$ cat src/rtl/loctag_det_seq.sv
// LocTag detector front-end sequencer: powers the LT5534, runs a burst of serial
// ADC conversions, streams each sample and flags a detection from the hit count.
module loctag_det_seq #(
  parameter int CLK_DIV    = 2,
  parameter int WARMUP_CYC = 50,
  parameter int NSAMP      = 4,
  parameter int GAP_CYC    = 10,
  parameter int HIT_MIN    = 2
) (
  input  logic                        clk,
  input  logic                        reset,
  input  logic                        trig,
  input  logic                        force_fs,
  input  logic [11:0]                 thresh,
  output logic                        lt5534_en,
  output logic                        adc_cs,
  output logic                        adc_clk,
  input  logic                        adc_so,
  output logic                        sample_valid,
  output logic [11:0]                 sample_data,
  output logic                        burst_done,
  output logic [$clog2(NSAMP+1)-1:0]  hit_count,
  output logic                        detect,
  output logic                        busy
);

  localparam int CW   = $clog2(NSAMP + 1);
  localparam int TMAX = (WARMUP_CYC > GAP_CYC) ? WARMUP_CYC : GAP_CYC;
  localparam int TW   = $clog2(TMAX + 1);
  localparam int DW   = $clog2(CLK_DIV + 1);

  localparam logic [TW-1:0] WARM_LAST = TW'(WARMUP_CYC - 1);
  localparam logic [TW-1:0] GAP_LAST  = TW'(GAP_CYC - 1);
  localparam logic [DW-1:0] DIV_LAST  = DW'(CLK_DIV - 1);
  localparam logic [CW-1:0] NSAMP_C   = CW'(NSAMP);
  localparam logic [CW-1:0] HIT_MIN_C = CW'(HIT_MIN);

  typedef enum logic [2:0] {
    S_IDLE, S_WARMUP, S_CONV, S_GAP, S_DONE
  } state_t;

  state_t          state_q, state_d;
  logic [TW-1:0]   tmr_q, tmr_d;
  logic [DW-1:0]   div_q, div_d;
  logic [4:0]      half_q, half_d;
  logic [11:0]     shift_q, shift_d;
  logic [CW-1:0]   samp_q, samp_d;
  logic [CW-1:0]   hits_q, hits_d;
  logic            en_q, en_d;
  logic            cs_q, cs_d;
  logic            sclk_q, sclk_d;
  logic            sv_q, sv_d;
  logic [11:0]     sdata_q, sdata_d;
  logic            bd_q, bd_d;
  logic [CW-1:0]   hit_count_q, hit_count_d;
  logic            detect_q, detect_d;
  logic            busy_q, busy_d;
  logic            start_conv;

  always_comb begin
    state_d     = state_q;
    tmr_d       = tmr_q;
    div_d       = div_q;
    half_d      = half_q;
    shift_d     = shift_q;
    samp_d      = samp_q;
    hits_d      = hits_q;
    en_d        = en_q;
    cs_d        = cs_q;
    sclk_d      = sclk_q;
    sv_d        = 1'b0;
    sdata_d     = sdata_q;
    bd_d        = 1'b0;
    hit_count_d = hit_count_q;
    detect_d    = detect_q;
    busy_d      = busy_q;
    start_conv  = 1'b0;

    case (state_q)
      S_IDLE: begin
        if (trig || force_fs) begin
          state_d = S_WARMUP;
          en_d    = 1'b1;
          busy_d  = 1'b1;
          tmr_d   = '0;
          hits_d  = '0;
          samp_d  = '0;
        end
      end
      S_WARMUP: begin
        if (tmr_q == WARM_LAST) start_conv = 1'b1;
        else                    tmr_d = tmr_q + 1'b1;
      end
      S_CONV: begin
        if (div_q == DIV_LAST) begin
          div_d = '0;
          if (half_q == 5'd31) begin
            // Last high phase done: the 12 data bits sit in the shifter.
            state_d = S_GAP;
            cs_d    = 1'b1;
            sv_d    = 1'b1;
            sdata_d = shift_q;
            samp_d  = samp_q + 1'b1;
            tmr_d   = '0;
            if (shift_q >= thresh) hits_d = hits_q + 1'b1;
          end else begin
            half_d = half_q + 5'd1;
            sclk_d = ~sclk_q;
            if (!sclk_q) shift_d = {shift_q[10:0], adc_so};
          end
        end else begin
          div_d = div_q + 1'b1;
        end
      end
      S_GAP: begin
        if (tmr_q == GAP_LAST) begin
          if (samp_q == NSAMP_C) begin
            state_d     = S_DONE;
            bd_d        = 1'b1;
            hit_count_d = hits_q;
            detect_d    = (hits_q >= HIT_MIN_C);
          end else begin
            start_conv = 1'b1;
          end
        end else begin
          tmr_d = tmr_q + 1'b1;
        end
      end
      S_DONE: begin
        // Free-run keeps the detector warm and chains straight into the next burst.
        if (force_fs) begin
          start_conv = 1'b1;
          hits_d     = '0;
          samp_d     = '0;
        end else begin
          state_d = S_IDLE;
          en_d    = 1'b0;
          busy_d  = 1'b0;
        end
      end
      default: begin
        state_d = S_IDLE;
        en_d    = 1'b0;
        busy_d  = 1'b0;
        cs_d    = 1'b1;
        sclk_d  = 1'b1;
      end
    endcase

    if (start_conv) begin
      state_d = S_CONV;
      cs_d    = 1'b0;
      sclk_d  = 1'b0;
      div_d   = '0;
      half_d  = '0;
      shift_d = '0;
    end
  end

  always_ff @(posedge clk) begin
    if (reset) begin
      state_q     <= S_IDLE;
      tmr_q       <= '0;
      div_q       <= '0;
      half_q      <= '0;
      shift_q     <= '0;
      samp_q      <= '0;
      hits_q      <= '0;
      en_q        <= 1'b0;
      cs_q        <= 1'b1;
      sclk_q      <= 1'b1;
      sv_q        <= 1'b0;
      sdata_q     <= '0;
      bd_q        <= 1'b0;
      hit_count_q <= '0;
      detect_q    <= 1'b0;
      busy_q      <= 1'b0;
    end else begin
      state_q     <= state_d;
      tmr_q       <= tmr_d;
      div_q       <= div_d;
      half_q      <= half_d;
      shift_q     <= shift_d;
      samp_q      <= samp_d;
      hits_q      <= hits_d;
      en_q        <= en_d;
      cs_q        <= cs_d;
      sclk_q      <= sclk_d;
      sv_q        <= sv_d;
      sdata_q     <= sdata_d;
      bd_q        <= bd_d;
      hit_count_q <= hit_count_d;
      detect_q    <= detect_d;
      busy_q      <= busy_d;
    end
  end

  assign lt5534_en    = en_q;
  assign adc_cs       = cs_q;
  assign adc_clk      = sclk_q;
  assign sample_valid = sv_q;
  assign sample_data  = sdata_q;
  assign burst_done   = bd_q;
  assign hit_count    = hit_count_q;
  assign detect       = detect_q;
  assign busy         = busy_q;

endmodule

$ cat config.mk
export PLATFORM = sky130hd
export DESIGN_NAME = loctag_det_seq
export DESIGN_NICKNAME = d
export VERILOG_FILES = /design/src/rtl/loctag_det_seq.sv
export SDC_FILE = /design/constraint.sdc
export NUM_CORES = 1
export LEC_CHECK = 0
export ABC_CLOCK_PERIOD_IN_PS = 2700
export CAP_MARGIN = 0
export CORE_MARGIN = 1
export CORE_UTILIZATION = 35
export CTS_CLUSTER_SIZE = 10
export DETAILED_ROUTE_END_ITERATION = 16
export PLACE_DENSITY = 0.63
export SKIP_LAST_GASP = 1
export SLEW_MARGIN = 15
export SYNTH_ARGS = -nofsm -noshare
export SYNTH_HDL_FRONTEND = slang
export SYNTH_SLANG_ARGS = --single-unit
$ cat constraint.sdc
create_clock -name clk -period 2.7 [get_ports clk]
set_input_delay 0.405 -clock clk [delete_from_list [all_inputs] [get_ports clk]]
set_output_delay 0.405 -clock clk [all_outputs]
set_load 0.03 [all_outputs]
==> key figures, run 1 <==
Floorplanning
  – FP Rows: 31
  – Initial Util: 0.3669
  – Core area: 7370 µm²
  – Die width: 89.90 µm
  – Die area: 8081 µm²
  – Num ports: 39
  – Die Ht: 89.90 µm

Finish
  – Final core utilization: 0.4494
  – Area Overhead vs Synth: 22.49%
  – Antenna cells: 0
  – Nets: 388
  – Most frequent cells in the layout: dfxtp_1, nand2_1, nor2_1
  – Post-Layout Cell Count: 452
  – Design Area, Final: 3312 µm²
  – Fillers: 743
  – Commonest non-fill, non-tap cell in the layout: dfxtp_1
  – Layout cells sized above 1: 0.06516

Global route
  – Initial antenna violation count: 0
  – Largest net degree at the start of global routing: 23
  – Number of global-route vias before repair: 2,194
  – All-Layer GR Usage: 0.1582
  – First-pass GRT wire length: 10.32 mm
  – Grt ovf: 0

Worst setup path
  – Flop2flop setup slack: 0.36 ns
  – Crit. Startpoint: half_q[0]
  – Max incr delay on CP: 0.49 ns
  – Critical path, cell by cell: ha_1, and3_1, ha_1, nand3b_1, a211oi_1, o21ai_0, or4b_1, a21oi_1
  – Slowest cell on the critical path: or4b_1
  – Most numerous cell on the critical path: ha_1
  – R2r endpoint: tmr_q[1]
  – Setup crit start kind: flop
  – Worst path required time: 2.94 ns
  – Worst Reg-to-Reg Cells: 8
  – Critical path class: reg -> reg
  – Worst R2R Start: half_q[0]
  – Crit-path max FO: 5
  – Arrival @ worst endpoint: 2.58 ns
  – CP Capture Type: flop

Clocking
  – Root Buffer: clkbuf_8
  – Clock Sinks: 55
  – Clock Latency Late Sink: 0.31 ns
  – Postcts setup bufs: 0
  – Clock Tree Buf Depth: 2
  – Post-CTS resize count: 0
  – Num CTS Buffers: 5
  – H-tree depth: 2
  – Reg clk slew, reported paths: 0.10 ns
  – Post-CTS Hold Buffers: 0
  – CTS tree: done

STA
  – Worst-Margin Slew: 0.7413 ns
  – Max_slew headroom: 0.5048
  – Final Skew: 0.005432 ns
  – Final-report hold violation count: 0
  – Final Setup Violations: 0
  – Post-layout min period: 2.340 ns
  – Pins Over Slew Limit: 0
  – Unrepaired setup endpoints after global routing: false
  – Max Clock Freq: 427.3 MHz
  – Final period utilization: 0.8668
  – Total negative slack: 0 ns

Yosys
  – Synthesized area: 2704 µm²
  – Share of the synthesized area in the top cell type: 0.4072
  – Flop and latch count out of synthesis: 55
  – Seq/Total Area, Yosys: 0.4072
  – Post-synth ARST share: 0
  – Synth top area cells: dfxtp_1, ha_1, nand2_1, mux2i_1, nor2_1
  – Synth Flop Type: dfxtp_1
  – Yosys synthesis warning count: 0
  – Post-Syn Nets: 350
  – Synth Instances: 314
  – Post-synth EDFFs: 0
  – Avg Inst Size Synth: 8.611 µm²
  – Yosys cell types: 47
  – Top cell type by total area after synthesis: dfxtp_1

Drt
  – DR iter-0 viols: 141
  – Per-cell routed wire length: 13.14 µm
  – DRT antenna net count: 0
  – DRC: 0
  – WL final: 5.938 mm
  – Vias/cell: 5.069
  – Vias: 2,291
  – Pre-antenna DRT Iters: 4

Worst hold path
  – Hold Path Depth: 2
  – Hold EP: sample_data[11]
  – Worst hold path type: reg -> reg
  – Hold path start: sample_data[11]

Flow run
  – Max Cap Viol: 0

Place
  – Port bufs: 38
  – Placed cell count: 444
  – DP HPWL: 4.332 mm
  – GPL Wtd Cong: 0.7956
  – Placed cell area: 3194 µm²

Pwr
  – Cell Pwr Density: 453.3 nW/µm²
  – Lkg Pwr: 1.220 nW
  – Largest vdd supply drop: 0.2970 mV

Status
  – Status: finished clean
-- per-layer routing --
layer	vias up	track usage	routed length, µm
met5	-	0	0
met4	0	0.04570	73
met3	6	0.04230	221
met2	53	0.2558	2725
met1	1081	0.2070	2918
li1	1151	-	-
-- cell families (layout without fill, tap and decap cells) --
group	count (synthesis)	after routing	share of synthesized area
AOI/OAI and AO/OA	53	53	0.1208
xor gates and xnor gates	11	11	0.03563
adders and majority gates	19	19	0.08792
buffers and inverters	33	72	0.05090
DFF	55	55	0.4072
muxes	17	17	0.06339
and+or+nand+nor	126	126	0.2342
-- critical path, delay by kind of cell, from the launching register on --
family / cells / cell delay (ns)
flops: 1 / 0.38
compound gates: 3 / 0.68
fa+ha+maj: 2 / 0.35
simple gates: 3 / 0.86
-- through the flow --
step | total power, mW | worst slack, ns | hold WS [ns]
floorplan | 0.8986 | 0.5640 | 0.4261
global placement | 0.9405 | 0.3839 | 0.4478
detailed placement | 0.9428 | 0.3304 | 0.4490
CTS | 1.522 | 0.3572 | 0.4611
global route | 1.575 | 0.05108 | 0.4921
finish | 1.501 | 0.3596 | 0.4602
-- cells in the mapped netlist, drive strengths merged (3+ instances only) --
master and n:
mux2i 16, or3b 3, o211ai 3, nand2 43
xor2 7, a21o 4, a21oi 23, inv 19
clkbuf 8, a31oi 4, nor2 42, ha 19
nand4 3, dfxtp 55, xnor2 4, nand3 6
nor3b 4, nor3 4, nor2b 5, o21ai 8
buf 6
-- registers in the layout, indices dropped and copies added (netlist names), 2 cells and up --
register     cells
div_q            2
half_q           5
hit_count        3
hits_q           3
samp_q           3
sample_data     12
shift_q         12
state_q          3
tmr_q            6
-- worst max-delay path by stage --
stage / to / slack (ns)
global placement: hits_q[1] / 0.38
CTS: tmr_q[1] / 0.36
global route: tmr_q[1] / 0.05
finish: tmr_q[1] / 0.36
detailed placement: hits_q[1] / 0.33
floorplan: tmr_q[1] / 0.56
-- area by class of cell --
class / count / area [µm²] / share of cell area
well taps: 99 / 123.9 / 0.03740
repair buffers: 45 / 432.9 / 0.1307
clock inverters: 2 / 35.03 / 0.01058
multi-input cells: 226 / 1465 / 0.4424
inverters: 19 / 71.32 / 0.02153
clock buffers: 6 / 82.58 / 0.02493
flip-flops and latches: 55 / 1101 / 0.3325
-- report_power, final --
part           internal (mW)  switching, mW  leakage (nW)
logic                 0.0460         0.0531         0.715
registers              0.817        0.00777         0.444
clock network          0.301          0.277        0.0612
Note: power is estimated with default switching activity, not from simulation.
==> run 2, diff against run 1 <==
--- a/config.mk
+++ b/config.mk
@@ -12,6 +12,7 @@
 export CTS_CLUSTER_SIZE = 10
 export DETAILED_ROUTE_END_ITERATION = 16
 export PLACE_DENSITY = 0.63
+export SETUP_SLACK_MARGIN = 0.2
 export SKIP_LAST_GASP = 1
 export SLEW_MARGIN = 15
 export SYNTH_ARGS = -nofsm -noshare
==> key figures, run 2 (synthesis gave the netlist of run 1 again) <==
Status
  – Status: finished clean

Place
  – DP HPWL: 4.332 mm (unchanged)
  – Pre-CTS setup slack: 0.3304 ns (unchanged)
  – Placed cell count: 444 (unchanged)
  – GPL Wtd Cong: 0.7956 (unchanged)
  – Port bufs: 38 (unchanged)
  – Placed cell area: 3194 µm² (unchanged)

STA
  – Final Setup Violations: 0 (unchanged)
  – Setup ws final: 0.4175 ns (+0.05794 ns)
  – Unrepaired setup endpoints after global routing: true
  – Max_slew headroom: 0.6237 (+0.1189)
  – Min Hold Slack: 0.4600 ns (-0.0002000 ns)
  – Worst-Margin Slew: 0.5594 ns (-0.1819 ns)
  – Pins Over Slew Limit: 0 (unchanged)
  – Final Skew: 0.007265 ns (+0.001832 ns)
  – Final-report hold violation count: 0 (unchanged)
  – Max Clock Freq: 438.1 MHz (+2.5%)
  – Final period utilization: 0.8454 (-0.02146)
  – Total negative slack: 0 ns (unchanged)
  – Post-layout min period: 2.282 ns (-0.05794 ns)

Global route
  – Initial antenna violation count: 0 (unchanged)
  – First-pass GRT wire length: 10.32 mm (unchanged)
  – Grt ovf: 0 (unchanged)
  – All-Layer GR Usage: 0.1582 (unchanged)
  – Largest net degree at the start of global routing: 23 (unchanged)
  – Number of global-route vias before repair: 2,194 (unchanged)

Clocking
  – Clock Latency Late Sink: 0.32 ns (about the same)
  – Postcts setup bufs: 0 (unchanged)
  – Reg clk slew, reported paths: 0.10 ns (about the same)
  – Clock Sinks: 55 (unchanged)
  – CTS tree: done
  – Num CTS Buffers: 5 (unchanged)
  – Root Buffer: clkbuf_8
  – Clock Tree Buf Depth: 2 (unchanged)
  – H-tree depth: 2 (unchanged)

Finish
  – Most frequent cells in the layout: dfxtp_1, nand2_1, nor2_1
  – Design Area, Final: 3322 µm² (+0.30%)
  – Layout cells sized above 1: 0.07082 (+0.005666)
  – Commonest non-fill, non-tap cell in the layout: dfxtp_1
  – Post-Layout Cell Count: 452 (unchanged)
  – Nets: 388 (unchanged)
  – Antenna cells: 0 (unchanged)
  – Reg area: 1101 µm² (unchanged)
  – Area Overhead vs Synth: 22.86%
  – Final core utilization: 0.4508 (+0.001358)
  – Fillers: 742 (-0.13%)
  – Multi-input gate area: 1475 µm² (+0.68%)

Floorplanning
  – Die area: 8081 µm² (unchanged)
  – Core area: 7370 µm² (unchanged)
  – Num ports: 39 (unchanged)
  – Die width: 89.90 µm (unchanged)
  – Die Ht: 89.90 µm (unchanged)
  – FP Rows: 31 (unchanged)
  – Initial Util: 0.3669 (unchanged)

Drt
  – DRT antenna net count: 0 (unchanged)
  – DR iter-0 viols: 106 (-25%)
  – Vias/cell: 5.053 (-0.31%)
  – Per-cell routed wire length: 13.22 µm (+0.61%)
  – WL final: 5.974 mm (+0.61%)
  – DRC: 0 (unchanged)
  – Vias: 2,284 (-0.31%)
  – Pre-antenna DRT Iters: 4 (unchanged)

Worst setup path
  – Worst Reg-to-Reg Cells: 7 (-1)
  – Critical path class: reg -> reg
  – Worst path required time: 2.91 ns (-0.03 ns)
  – CP Capture Type: flop
  – R2r endpoint: hit_count[1]
  – Arrival @ worst endpoint: 2.49 ns (-0.09 ns)
  – Flop2flop setup slack: 0.42 ns (+0.06 ns)
  – Crit-path max FO: 7 (+2)
  – Setup crit start kind: flop
  – Worst R2R Start: samp_q[0]

Worst hold path
  – Hold path start: sample_data[11]
  – Hold Path Depth: 2 (unchanged)
  – Worst hold path type: reg -> reg
  – Hold EP: sample_data[11]

Flow run
  – Max Cap Viol: 0 (unchanged)

Pwr
  – Lkg Pwr: 1.223 nW (+0.28%)
  – Largest vdd supply drop: 0.2976 mV (+0.20%)
  – Cell Pwr Density: 454.6 nW/µm² (+0.29%)
  – Total Power: 1.510 mW (+0.59%)
run 2: cell counts in the layout (fill, tap and decap cells not counted):
Identical to the previous run, type by type.
run 2: layout make-up:
cell class	instances	share of cell area
inverters	19	0.02147
multi-input cells	226	0.4441
well taps	99	0.03729
clock inverters	2	0.01055
repair buffers	45	0.1303
flip-flops and latches	55	0.3315
clock buffers	6	0.02486
run 2: where the power goes:
group / internal [mW] / total [mW] / switching [mW]
clock network: 0.301 / 0.586 / 0.285
registers: 0.817 / 0.825 / 0.00802
logic: 0.0464 / 0.0999 / 0.0535
total: 1.16 / 1.51 / 0.346
run 2: repair_timing:
| action | in CTS | in global routing |
|---|---|---|
| endpoints found under the hold margin | 0 | 0 |
| endpoints found under the setup margin | 0 | 1 |
| hold buffers | 0 | 0 |
| gates resized for setup | 0 | 3 |
run 2: worst max-delay path by stage:
stage	start	endpoint	slack (ns)	cells after the start
finish	samp_q[0]	hit_count[1]	0.42	7
global route	half_q[0]	tmr_q[1]	0.20	8
CTS	half_q[0]	tmr_q[1]	0.36	8
detailed placement	thresh[11]	hits_q[1]	0.33	8
global placement	thresh[11]	hits_q[1]	0.38	8
floorplan	half_q[0]	tmr_q[1]	0.56	8
run 2: per-layer routing:
metal / up-vias / wire length (µm) / GRT usage / part of all wire
li1: 1152 / - / - / -
met1: 1086 / 2968 / 0.2070 / 0.50
met2: 39 / 2721 / 0.2558 / 0.46
met3: 7 / 208 / 0.04230 / 0.035
met4: 0 / 75 / 0.04570 / 0.013
met5: - / 0 / 0 / 0
run 2: critical path, cell delays in order (launching register included):
cell and delay [ns]:
dfxtp_1 0.33, inv_1 0.10, ha_1 0.15, nand2_1 0.10, or4b_2 0.69, nor4b_4 0.50
mux2i_1 0.25, nor2_1 0.06
==> run 3, diff against run 2 <==
--- a/config.mk
+++ b/config.mk
@@ -5,7 +5,7 @@
 export SDC_FILE = /design/constraint.sdc
 export NUM_CORES = 1
 export LEC_CHECK = 0
-export ABC_CLOCK_PERIOD_IN_PS = 2700
+export ABC_CLOCK_PERIOD_IN_PS = 2350
 export CAP_MARGIN = 0
 export CORE_MARGIN = 1
 export CORE_UTILIZATION = 35
==> constraint.sdc (replaced) <==
create_clock -name clk -period 2.35 [get_ports clk]
set_input_delay 0.3525 -clock clk [delete_from_list [all_inputs] [get_ports clk]]
set_output_delay 0.3525 -clock clk [all_outputs]
set_load 0.03 [all_outputs]
==> key figures, run 3 (synthesis gave the netlist of run 1 again) <==
Pwr
  – Clock power frac: 0.408 (+0.020)
  – Int Pwr: 1.423 mW (+22%)
  – Logic pwr share: 0.067 (about the same)
  – Largest vdd supply drop: 0.2991 mV (+0.53%)
  – Sequential power share: 0.526 (-0.020)
  – Lkg Pwr: 1.293 nW (+5.7%)
  – Cell Pwr Density: 519.2 nW/µm² (+14%)
  – NetSw: 0.3786 mW (+9.3%)
  – Sw Ratio: 0.2102 (-0.01915)

Drt
  – WL final: 5.754 mm (-3.7%)
  – Metal3 WL: 122 µm (-41%)
  – Vias: 2,245 (-1.7%)
  – Per-cell routed wire length: 12.40 µm (-6.2%)
  – DRC: 0 (unchanged)
  – DRT antenna net count: 0 (unchanged)
  – DR iter-0 viols: 87 (-18%)
  – Pre-antenna DRT Iters: 5 (+1)
  – Vias/cell: 4.838 (-4.2%)
  – Metal2 WL: 2.728 mm (+0.26%)
  – Met1 Wirelength: 2.821 mm (-5.0%)
  – Highest Signal Layer: met4

Place
  – DP HPWL: 4.250 mm (-1.9%)
  – Placed cell area: 3274 µm² (+2.5%)
  – Port bufs: 38 (unchanged)
  – Placed cell count: 453 (+2.0%)
  – GPL Wtd Cong: 0.8325 (+4.6%)

Floorplanning
  – Num ports: 39 (unchanged)
  – Core area: 7370 µm² (unchanged)
  – Die area: 8081 µm² (unchanged)
  – Die width: 89.90 µm (unchanged)
  – FP Rows: 31 (unchanged)
  – Die Ht: 89.90 µm (unchanged)
  – Initial Util: 0.3669 (unchanged)

Finish
  – Area Overhead vs Synth: 28.32%
  – Post-Layout Cell Count: 464 (+2.7%)
  – Commonest non-fill, non-tap cell in the layout: dfxtp_1
  – Nets: 400 (+3.1%)
  – Design Area, Final: 3470 µm² (+4.4%)
  – Most frequent cells in the layout: dfxtp_1, nand2_1, nor2_1
  – Antenna cells: 0 (unchanged)
  – Layout cells sized above 1: 0.1123 (+0.04151)

STA
  – Unrepaired setup endpoints after global routing: true
  – Post-layout min period: 2.059 ns (-0.2237 ns)
  – Final period utilization: 0.8761 (+0.03073)
  – Final Skew: 0.008894 ns (+0.001630 ns)
  – Worst-Margin Slew: 0.4958 ns (-0.06352 ns)
  – Final-report hold violation count: 0 (unchanged)
  – Final Setup Violations: 0 (unchanged)
  – Max Clock Freq: 485.7 MHz (+11%)
  – Max_slew headroom: 0.6664 (+0.04274)
  – Pins Over Slew Limit: 0 (unchanged)
  – Min Hold Slack: 0.4606 ns (+0.0006430 ns)
  – Total negative slack: 0 ns (unchanged)

Worst setup path
  – Delay-heaviest family, CP: simple AND/OR/NAND/NOR gates
  – Worst path required time: 2.55 ns (-0.36 ns)
  – Max incr delay on CP: 0.36 ns (-0.33 ns)
  – CP Capture Type: flop
  – Crit-path max FO: 6 (-1)
  – Critical path, cell by cell: ha_1, and3_1, ha_2, nand3b_1, buf_6, a2111oi_2, buf_4, nand3_1, xor2_1, nor2_1
  – Setup crit start kind: flop
  – Slowest cell on the critical path: dfxtp_2
  – Critical path class: reg -> reg
  – Arrival @ worst endpoint: 2.26 ns (-0.23 ns)
  – Bufs and invs on worst path: 2 (+1)

Clocking
  – Root Buffer: clkbuf_8
  – Clock Latency Late Sink: 0.31 ns (about the same)
  – Clock Tree Buf Depth: 2 (unchanged)
  – CTS tree: done
  – Reg clk slew, reported paths: 0.10 ns (about the same)
  – H-tree depth: 2 (unchanged)
  – Post-CTS Hold Buffers: 0 (unchanged)
  – Clock Sinks: 55 (unchanged)
  – Num CTS Buffers: 5 (unchanged)

Global route
  – Grt ovf: 0 (unchanged)
  – All-Layer GR Usage: 0.1497 (-0.008468)
  – Initial antenna violation count: 0 (unchanged)
  – First-pass GRT wire length: 9.777 mm (-5.3%)
  – Largest net degree at the start of global routing: 24 (+4.3%)
  – Number of global-route vias before repair: 2,150 (-2.0%)

Worst hold path
  – Worst hold path type: reg -> reg

Status
  – Status: finished clean

Flow run
  – Max Cap Viol: 0 (unchanged)
[run 3: changes by cell type in the layout (fill, tap and decap cells not counted), sizes merged]
cell    before  now
bufinv       1    2
clkinv       1    0
buf          7   19
[run 3: final timing paths]
path	from	slack, ns	cells past startpoint	endpoint
max reg2reg	half_q[0]	0.29	10	tmr_q[3]
max	half_q[0]	0.29	10	tmr_q[3]
min	sample_data[2]	0.46	2	sample_data[2]
min reg2reg	sample_data[2]	0.46	2	sample_data[2]
[run 3: power groups by stage]
stage | clock [mW] | combinational [mW] | sequential [mW]
3_3_place_gp | 0 | 0.116 | 0.968
6_report | 0.735 | 0.120 | 0.947
4_1_cts | 0.757 | 0.121 | 0.947
3_5_place_dp | 0 | 0.120 | 0.968
2_1_floorplan | 0 | 0.0649 | 0.968
5_1_grt | 0.788 | 0.133 | 0.949
[run 3: routing by layer]
layer,GRT usage,vias up
met3,0.02284,4
met2,0.2519,27
met1,0.1903,1037
met5,0,-
li1,-,1177
met4,0.06452,0
[run 3: what timing repair did]
| item | 4_1_cts | 5_1_grt |
|---|---|---|
| pin swaps | 0 | 2 |
| endpoints found under the setup margin | 5 | 31 |
| setup buffers | 0 | 3 |
| cloned | 0 | 0 |
| resized for setup | 4 | 10 |
[run 3: final cells by class]
cell class	count	area (µm²)
timing repair buffer	57	543.0
sequential	55	1104
tap	99	123.9
fill	717	3900
inverter	19	71.32
clock inverter	2	60.06
multi-input combinational	226	1495
clock buffer	6	72.57
[run 3: worst min-delay path, cell delays in order, from the launching register on]
cell and delay [ns]:
dfxtp_1 0.32, nand2_1 0.05, a21oi_1 0.05
[run 3: stage by stage]
stage                     power, mW    util  worst slack (ns)
after detailed placement      1.088  0.4443           0.07526
final                         1.801  0.4708            0.2912
after CTS                     1.825  0.4642            0.2017
after global routing          1.871  0.4708            0.1242
after floorplan               1.032       -            0.2140
after global placement        1.085  0.4443            0.1049
